## src/rtl/vga_pattern_ctrl.sv

```systemverilog
// Frame-synchronous test-pattern scheduler producing rgb_data for the VGA timing driver.
// Optional auto-cycling through patterns is compiled in with `define VGA_PAT_AUTO_EN.
module vga_pattern_ctrl #(
    parameter logic [2:0]  INIT_PAT    = 3'd1,
    parameter logic [11:0] AUTO_FRAMES = 12'd120,
    parameter int          GRID_LOG2   = 6,
    parameter int          CHK_LOG2    = 5
) (
    input  logic        vga_clk,
    input  logic        rst_n,
    input  logic        v_sync,
    input  logic [11:0] addr_h,
    input  logic [11:0] addr_v,
    input  logic [23:0] solid_rgb,
    input  logic        sel_req,
    input  logic [2:0]  sel_pat,
    input  logic        auto_en,
    output logic [23:0] rgb_data,
    output logic        sel_ack,
    output logic        sel_err,
    output logic        busy,
    output logic [2:0]  pat_cur
);

    // state | meaning
    // HOLD  | displaying pat_cur, no request outstanding
    // PEND  | request latched in pend_pat, waiting for frame start
    // APPLY | one cycle: commit pend_pat to pat_cur and pulse sel_ack
    typedef enum logic [1:0] {
        ST_HOLD  = 2'd0,
        ST_PEND  = 2'd1,
        ST_APPLY = 2'd2
    } state_t;

    state_t      state_q, state_d;
    logic [2:0]  pend_pat_q, pend_pat_d;
    logic [2:0]  pat_cur_q, pat_cur_d;
    logic        sel_ack_q, sel_ack_d;
    logic        sel_err_q, sel_err_d;
    logic        v_sync_d_q, v_sync_d_d;
    logic        fs;
    logic        req_ok;
    logic        req_bad;

    logic [11:0] x;
    logic [11:0] y;
    logic [11:0] bar;
    logic [23:0] rgb;

`ifdef VGA_PAT_AUTO_EN
    logic [11:0] frm_cnt_q, frm_cnt_d;
    logic [11:0] unused_y;
    assign unused_y = y;
`else
    logic [24:0] unused_cfg;
    assign unused_cfg = {auto_en, AUTO_FRAMES, y};
`endif

    assign fs      = v_sync & ~v_sync_d_q;
    assign req_ok  = sel_req & (sel_pat <= 3'd4);
    assign req_bad = sel_req & (sel_pat > 3'd4);

    always_comb begin
        state_d    = state_q;
        pend_pat_d = pend_pat_q;
        pat_cur_d  = pat_cur_q;
        sel_ack_d  = 1'b0;
        sel_err_d  = req_bad;
        v_sync_d_d = v_sync;
`ifdef VGA_PAT_AUTO_EN
        frm_cnt_d  = frm_cnt_q;
`endif
        case (state_q)
            ST_HOLD: begin
                if (req_ok) begin
                    pend_pat_d = sel_pat;
                    state_d    = ST_PEND;
                end
            end
            ST_PEND: begin
                if (req_ok) begin
                    pend_pat_d = sel_pat;
                end
                if (fs) begin
                    state_d = ST_APPLY;
                end
            end
            ST_APPLY: begin
                pat_cur_d = pend_pat_q;
                sel_ack_d = 1'b1;
`ifdef VGA_PAT_AUTO_EN
                frm_cnt_d = '0;
`endif
                // a request landing on the apply cycle starts a fresh pending cycle
                if (req_ok) begin
                    pend_pat_d = sel_pat;
                    state_d    = ST_PEND;
                end else begin
                    state_d = ST_HOLD;
                end
            end
            default: state_d = ST_HOLD;
        endcase
`ifdef VGA_PAT_AUTO_EN
        // manual request in HOLD pre-empts the auto step for this frame
        if (state_q == ST_HOLD && !req_ok && auto_en && fs) begin
            if (frm_cnt_q == AUTO_FRAMES - 12'd1) begin
                frm_cnt_d = '0;
                pat_cur_d = (pat_cur_q >= 3'd4) ? 3'd0 : pat_cur_q + 3'd1;
            end else begin
                frm_cnt_d = frm_cnt_q + 12'd1;
            end
        end
`endif
    end

    always_ff @(posedge vga_clk or negedge rst_n) begin
        if (!rst_n) begin
            state_q    <= ST_HOLD;
            pend_pat_q <= INIT_PAT;
            pat_cur_q  <= INIT_PAT;
            sel_ack_q  <= 1'b0;
            sel_err_q  <= 1'b0;
            v_sync_d_q <= 1'b0;
`ifdef VGA_PAT_AUTO_EN
            frm_cnt_q  <= '0;
`endif
        end else begin
            state_q    <= state_d;
            pend_pat_q <= pend_pat_d;
            pat_cur_q  <= pat_cur_d;
            sel_ack_q  <= sel_ack_d;
            sel_err_q  <= sel_err_d;
            v_sync_d_q <= v_sync_d_d;
`ifdef VGA_PAT_AUTO_EN
            frm_cnt_q  <= frm_cnt_d;
`endif
        end
    end

    assign x = addr_h - 12'd1;
    assign y = addr_v - 12'd1;

    always_comb begin
        rgb = 24'h000000;
        bar = x / 12'd80;
        if (addr_h != 12'd0 && addr_v != 12'd0) begin
            case (pat_cur_q)
                3'd0: rgb = solid_rgb;
                3'd1: begin
                    case (bar)
                        12'd0:   rgb = 24'hFFFFFF;
                        12'd1:   rgb = 24'hFFFF00;
                        12'd2:   rgb = 24'h00FFFF;
                        12'd3:   rgb = 24'h00FF00;
                        12'd4:   rgb = 24'hFF00FF;
                        12'd5:   rgb = 24'hFF0000;
                        12'd6:   rgb = 24'h0000FF;
                        default: rgb = 24'h000000;
                    endcase
                end
                3'd2: begin
                    if (x[GRID_LOG2-1:0] == '0 || y[GRID_LOG2-1:0] == '0) begin
                        rgb = 24'hFFFFFF;
                    end
                end
                3'd3: rgb = {x[9:2], x[9:2], x[9:2]};
                3'd4: begin
                    if (x[CHK_LOG2] ^ y[CHK_LOG2]) begin
                        rgb = 24'hFFFFFF;
                    end
                end
                default: rgb = 24'h000000;
            endcase
        end
    end

    assign rgb_data = rgb;
    assign sel_ack  = sel_ack_q;
    assign sel_err  = sel_err_q;
    assign busy     = (state_q == ST_PEND);
    assign pat_cur  = pat_cur_q;

endmodule

```

## config.mk

```make
export PLATFORM = sky130hd
export DESIGN_NAME = vga_pattern_ctrl
export DESIGN_NICKNAME = d
export VERILOG_FILES = /design/src/rtl/vga_pattern_ctrl.sv
export SDC_FILE = /design/constraint.sdc
export NUM_CORES = 1
export LEC_CHECK = 0
export ABC_AREA = 1
export BUFFER_PORTS_ARGS = -buffer_cell sky130_fd_sc_hd__buf_4
export CAP_MARGIN = 20
export CORE_ASPECT_RATIO = 0.8
export CORE_UTILIZATION = 46
export CTS_CLUSTER_SIZE = 28
export DETAILED_ROUTE_END_ITERATION = 8
export GPL_TIMING_DRIVEN = 0
export PLACE_DENSITY = 0.79
export SLEW_MARGIN = 5
export SYNTH_ARGS = -nofsm -noshare
export SYNTH_HDL_FRONTEND = slang
export SYNTH_SLANG_ARGS = --single-unit
```

## constraint.sdc

```tcl
create_clock -name vga_clk -period 2.52 [get_ports vga_clk]
set_input_delay 0 -clock vga_clk [delete_from_list [all_inputs] [get_ports vga_clk]]
set_output_delay 0 -clock vga_clk [all_outputs]
set_load 0.05 [all_outputs]
```

# [After elaboration in Yosys (flattened, before gate mapping)]
# Cells that the tools add are included.
[op_classes] n_addsub=2 div=1 order_cmp=2 n_eq_ne=14 n_mux=10 bitwise=5 reduce_logical=12
[ops] cell="24-bit one-hot mux with 7 select lines" count=1
[ops] cell="24-bit one-hot mux with 5 select lines" count=1
[ops] cell="24-bit two-way mux" count=3
[ops] cell="12-bit by 3-bit equality test with 1-bit output (second input constant)" count=3
[ops] cell="12-bit by 2-bit equality test with 1-bit output (second input constant)" count=2
[ops] cell="12-bit nonzero test" count=2
[ops] cell="12-bit by 7-bit divider with 12-bit output (second input constant)" count=1
[ops] cell="12-bit by 1-bit equality test with 1-bit output (second input constant)" count=1
[ops] cell="12-bit zero test" count=1
[ops] cell="6-bit zero test" count=2
[ops] cell="12-bit by 1-bit subtractor with 12-bit output (second input constant)" count=1
[ops] cell="3-bit by 2-bit equality test with 1-bit output (second input constant)" count=2
[ops] cell="2-bit one-hot mux with 3 select lines" count=1
[ops] cell="6-bit by 1-bit subtractor with 6-bit output (second input constant)" count=1
[ops] cell="2-bit two-way mux" count=2
[ops] cell="2-bit AND reduction" count=2
[ops] cell="1-bit AND" count=3
[ops] cell="3-bit by 1-bit equality test with 1-bit output (second input constant)" count=1
[ops] cell="3-bit equality test (second input constant)" count=1
[ops] cell="3-bit > comparator (second input constant)" count=1
[ops] cell="3-bit <= comparator (second input constant)" count=1
[ops] cell="3-bit zero test" count=1
[ops] cell="3-bit OR reduction" count=1
[ops] cell="2-bit by 1-bit equality test with 1-bit output (second input constant)" count=1
[ops] cell="9 further kinds" count=10
[totals] reg_bits=11 input_bits=56 wordCells=52

# [Logic depth before layout (Yosys ltp)]
[depth] word_depth=6 ltp_mapped=29 mapped_depth_nobuf=29

# [Least setup slack after synthesis]
# Ideal clock, no wire load.
[synth_path] path_kind="input-to-output" startpoint="input addr_h[0]" endpoint="output rgb_data[0]" t_arrival_ns=2.489 required_time_ns=2.520 slack_ns=0.031 cell_stages=23 path_cell_list="inv_1 > ha_1 > nand2_2 > nor2_4 > xor2_2 > nand4_2 > nand3_1 > nand3_1 > nand2_2 > nand2_4 > nand2_1 > nand3_2 > nand2_2 > nand3_2 > nand2_2 > nand2_2 > nand2_4 > nand2_2 > nand2_2 > nand3_4 > nand3_1 > nand2_1 > inv_1"
[synth_via] elab_chain_cells=6 elab_cells_between_ends=19 cone_classes="add/sub (1); div (1); eq/ne (6); mux (5); bitwise (1); reduce/logical (5)"
[synth_rtl] element="start: declaration" line_no="12" source="input logic [11:0] addr_h,"
[synth_rtl] element="12-bit by 1-bit subtractor with 12-bit output" line_no="141" source="assign x = addr_h - 12'd1;"
[synth_rtl] element="12-bit by 7-bit divider with 12-bit output or 6-bit zero test (tied branches)" line_no="146, 163"
[synth_rtl] element="12-bit by 3-bit equality test with 1-bit output, or another cell as far along" line_no="151" source="case (bar)"
[synth_rtl] element="24-bit one-hot mux with 7 select lines or 24-bit two-way mux (tied branches)" line_no="151, 163"
[synth_rtl] element="24-bit one-hot mux with 5 select lines" line_no="148" source="case (pat_cur_q)"
[synth_rtl] element="24-bit two-way mux (*)" line_no="147" source="if (addr_h != 12'd0 && addr_v != 12'd0) begin"
[synth_rtl] element="end: declaration" line_no="18" source="output logic [23:0] rgb_data,"
# Mark *: on every way between the ends. The rest lies on a longest branch, timed or not.

# [Final worst setup path]
[layout_path] startpoint="input addr_h[9]" endpoint="output rgb_data[2]"
[layout_via] elab_chain_cells=6 elab_cells_between_ends=14 cone_classes="add/sub (1); div (1); eq/ne (6); mux (3); reduce/logical (3)"
[layout_rtl] element="12-bit by 1-bit subtractor with 12-bit output" line_no="141"
[layout_rtl] element="12-bit by 7-bit divider with 12-bit output" line_no="146" source="bar = x / 12'd80;"
[layout_rtl] element="12-bit by 3-bit equality test with 1-bit output, or another cell as far along" line_no="151"
[layout_rtl] element="24-bit one-hot mux with 7 select lines" line_no="151"
[layout_rtl] element="24-bit one-hot mux with 5 select lines" line_no="148"
[layout_rtl] element="24-bit two-way mux (*)" line_no="147"
# Marks and branches as above.

==> summary.md <==
| Metric | Value |
|---|---|
| Final antenna-violating net count | `0` |
| Die area | `0.004195 mm2` |
| Period utilization | `109.0%` |
| Synth Flop Type | `dfrtp_1` |
| Cells after synthesis | `318` |
| CP Buf/Inv Count | `5` |
| Max Cap Viol | `0` |
| Top Ports | `86` |
| Number of port buffers | `84` |
| Slowest-stage cell, CP | `buf_6` |
| Synth top cells by count | `81 x nand2_1, 63 x inv_1, 32 x nand3_1` |
| Post-synth EDFFs | `0` |
| Vias | `2542` |
| Post-Syn Nets | `376` |
| Vias in the first global route | `2185` |
| Cell Rows | `20` |
| Non-Filler Instances | `481` |
| Setup WS pre-CTS | `-0.4426 ns` |
| CTS sink cnt | `11` |
| Total Wirelength | `6635 um` |
| Met1 Use GR | `34.40%` |
| Most used routing layer | `met2` |
| Most frequent cell after synthesis | `nand2_1` |
| Via density | `5.285` |
| Antenna diode count | `0` |
| Worst Path Class, Setup | `input port to output pin` |
| Data arrival, critical path | `2.75 ns` |
| Worst clock skew | `0.002667 ns` |
| # setup viols final | `24` |
| Met3 usage | `3.304%` |
| Avg WL per Cell | `13.79 um` |
| Inst Count DP | `457` |
| Sequential-to-total area share from yosys stat | `15.33%` |
| Hold path depth | `3` |
| Clk_lat worst skew | `0.24 ns` |
| CORE AREA | `0.003779 mm2` |
| Clk Tree Root Cell | `clkbuf_8` |
| Die Y | `58.13 um` |
| Post-layout min period | `2.747 ns` |
| Max Root-Sink Buffers | `2` |
| Largest net degree at the start of global routing | `12` |
| Hold crit path type | `input port to register` |
| Cell variety after synth | `35` |
| Share of cells above drive strength 1 | `43.90%` |
| Top cell type's share of synthesized area | `16.78%` |
| Worst VDD drop | `0.8630 mV` |
| Final Hold Fails | `0` |
| Status | `finished with violations` |
| Synthesis-stage register bit count | `11` |
| Cells on worst reg2reg path | `4` |
| Worst-path clk slew | `0.05 ns` |
| Fin. max-slew vios | `0` |
| Iter 0 DRT Violations | `166` |
| Residual DRC count | `0` |
| Initial core utilization | `47.95%` |
| Fraction of registers with async set or reset after synthesis | `100.0%` |
| Critical path's largest stage delay | `0.15 ns` |
| CP startpoint kind | `input port` |
| Synthesized cell area | `0.001812 mm2` |
| H-Tree Depth | `1` |
| RePlAce Congestion | `0.8906` |
| Delay-heaviest family, CP | `simple AND/OR/NAND/NOR gates` |
| Failing checks | `setup timing` |
| RSZ-0062 raised after global routing | `yes` |
| Crit. End Element | `output pin` |
| CTS tree | `built` |
| Max FO, Critical Path | `8` |
| Yosys warns | `0` |
| Rel. slew slack | `58.47%` |
| P_leak | `1.734 nW` |
| GRT met2 Usage | `51.80%` |
| Remaining Overflow, GRT | `0` |
| F_max | `0.3640 GHz` |
| Levels on crit path | `27` |
| Worst-margin pin slew | `0.6182 ns` |
| Initial antenna violation count | `0` |
| Power Density | `1035 mW/mm2` |
| Synthesized area per cell | `5.697 um2` |
| Multi-input gate area | `0.001578 mm2` |
| Required time of the critical path | `2.52 ns` |
| Fillers | `252` |
| FF+latch area | `277.8 um2` |
| Setup ws final | `-0.2275 ns` |
| Overall Power | `3.200 mW` |
| First-pass GRT wire length | `9446 um` |
| Nets | `485` |
| Die Width | `72.17 um` |
| Top cells by area, synth | `nand2_1 17%, inv_1 13%, dfrtp_1 12%, nand3_1 8.8%, o21ai_0 7.2%` |
| Area Overhead vs Synth | `70.72%` |
| Inserted Clock Buffers | `3` |
| Top cell type by total area after synthesis | `nand2_1` |
| Hpwl dp | `4209 um` |
| TritonRoute pass-1 iters | `4` |
| GRT Overall Usage | `27.91%` |
## state kept, by name (all words and copies together), names as in the netlist
name and count:
sel_err 1, state_q 2, pend_pat_q 3, v_sync_d_q 1, sel_ack 1, pat_cur 3
## per-layer routing
metal,share of wire [%],vias up
met5,0,-
met4,2.5,0
met3,10,20
met2,49,158
met1,39,1136
li1,-,1228
## what timing repair did
action | CTS | global route
setup buffers | 16 | 2
endpoints found under the hold margin | 12 | 0
cloned | 0 | 0
setup endpoints to repair | 24 | 24
hold buffers | 2 | 0
pin swaps | 24 | 19
gates resized for setup | 57 | 33
## stage by stage
stage / utilization (%) / hold WS (ns) / setup TNS, ns / cell area, um2
after floorplan: - / -0.2956 / 0 / 1812
after global placement: 66.46 / -0.1622 / -5.422 / 2511
after detailed placement: 66.46 / -0.1616 / -8.283 / 2511
after CTS: 77.58 / 0.005606 / -0.7983 / 2932
after global routing: 81.85 / 0.02537 / -8.064 / 3093
final: 81.85 / 0.006371 / -3.632 / 3093
## final cells by class
cell class	count	area share, %
multi-input cells	236	51.01
repair buffers	104	27.35
flip-flops and latches	11	8.981
inverters	67	8.455
well taps	55	2.225
clock buffers	4	1.456
plain buffers	4	0.5259
## cell families after synthesis
logic type / Yosys count / synth area share [%]
compound gates: 50 / 15.12
fa+ha+maj: 2 / 1.381
xor+xnor: 10 / 6.078
buf+inv: 71 / 14.78
simple gates: 174 / 47.31
flops: 11 / 15.33
## path summary, 6_finish.rpt
check / startpoint / to / slack, ns
min: sel_req / sel_err / 0.006
min in group asynchronous: rst_n / state_q[0] / 0.14
min reg2reg: v_sync_d_q / state_q[1] / 0.46
max reg2reg: state_q[1] / pend_pat_q[0] / 1.26
max in group asynchronous: rst_n / pend_pat_q[0] / 2.16
max: addr_h[9] / rgb_data[2] / -0.23
## power breakdown
group          internal [mW]  switching, mW  leakage [nW]
Sequential             0.224         0.0386         0.135
Clock                  0.111         0.0673        0.0228
Combinational          0.877           1.88          1.58
Total                   1.21           1.99          1.73
## placed cells by master (no fill, tap or decap), types with 5 or more instances in the layout
master | netlist | routed
nand2_4 | 2 | 12
nand2_2 | 16 | 15
buf_4 | 0 | 88
inv_1 | 63 | 58
inv_2 | 4 | 7
o21ai_1 | 9 | 8
buf_6 | 0 | 12
xor2_1 | 6 | 5
nand4_1 | 6 | 6
nand2_1 | 81 | 72
a21oi_1 | 10 | 10
nor2_1 | 18 | 8
nor2_4 | 2 | 10
dfrtp_1 | 9 | 9
nand3_2 | 5 | 12
nand3_1 | 32 | 19
nand3_4 | 1 | 7
o21ai_0 | 26 | 26
## tightest hold or removal path: stages
cell	delay [ns]
buf_4	0.08
inv_1	0.04
nor2_1	0.09
Power figures use the tool's default switching activity.
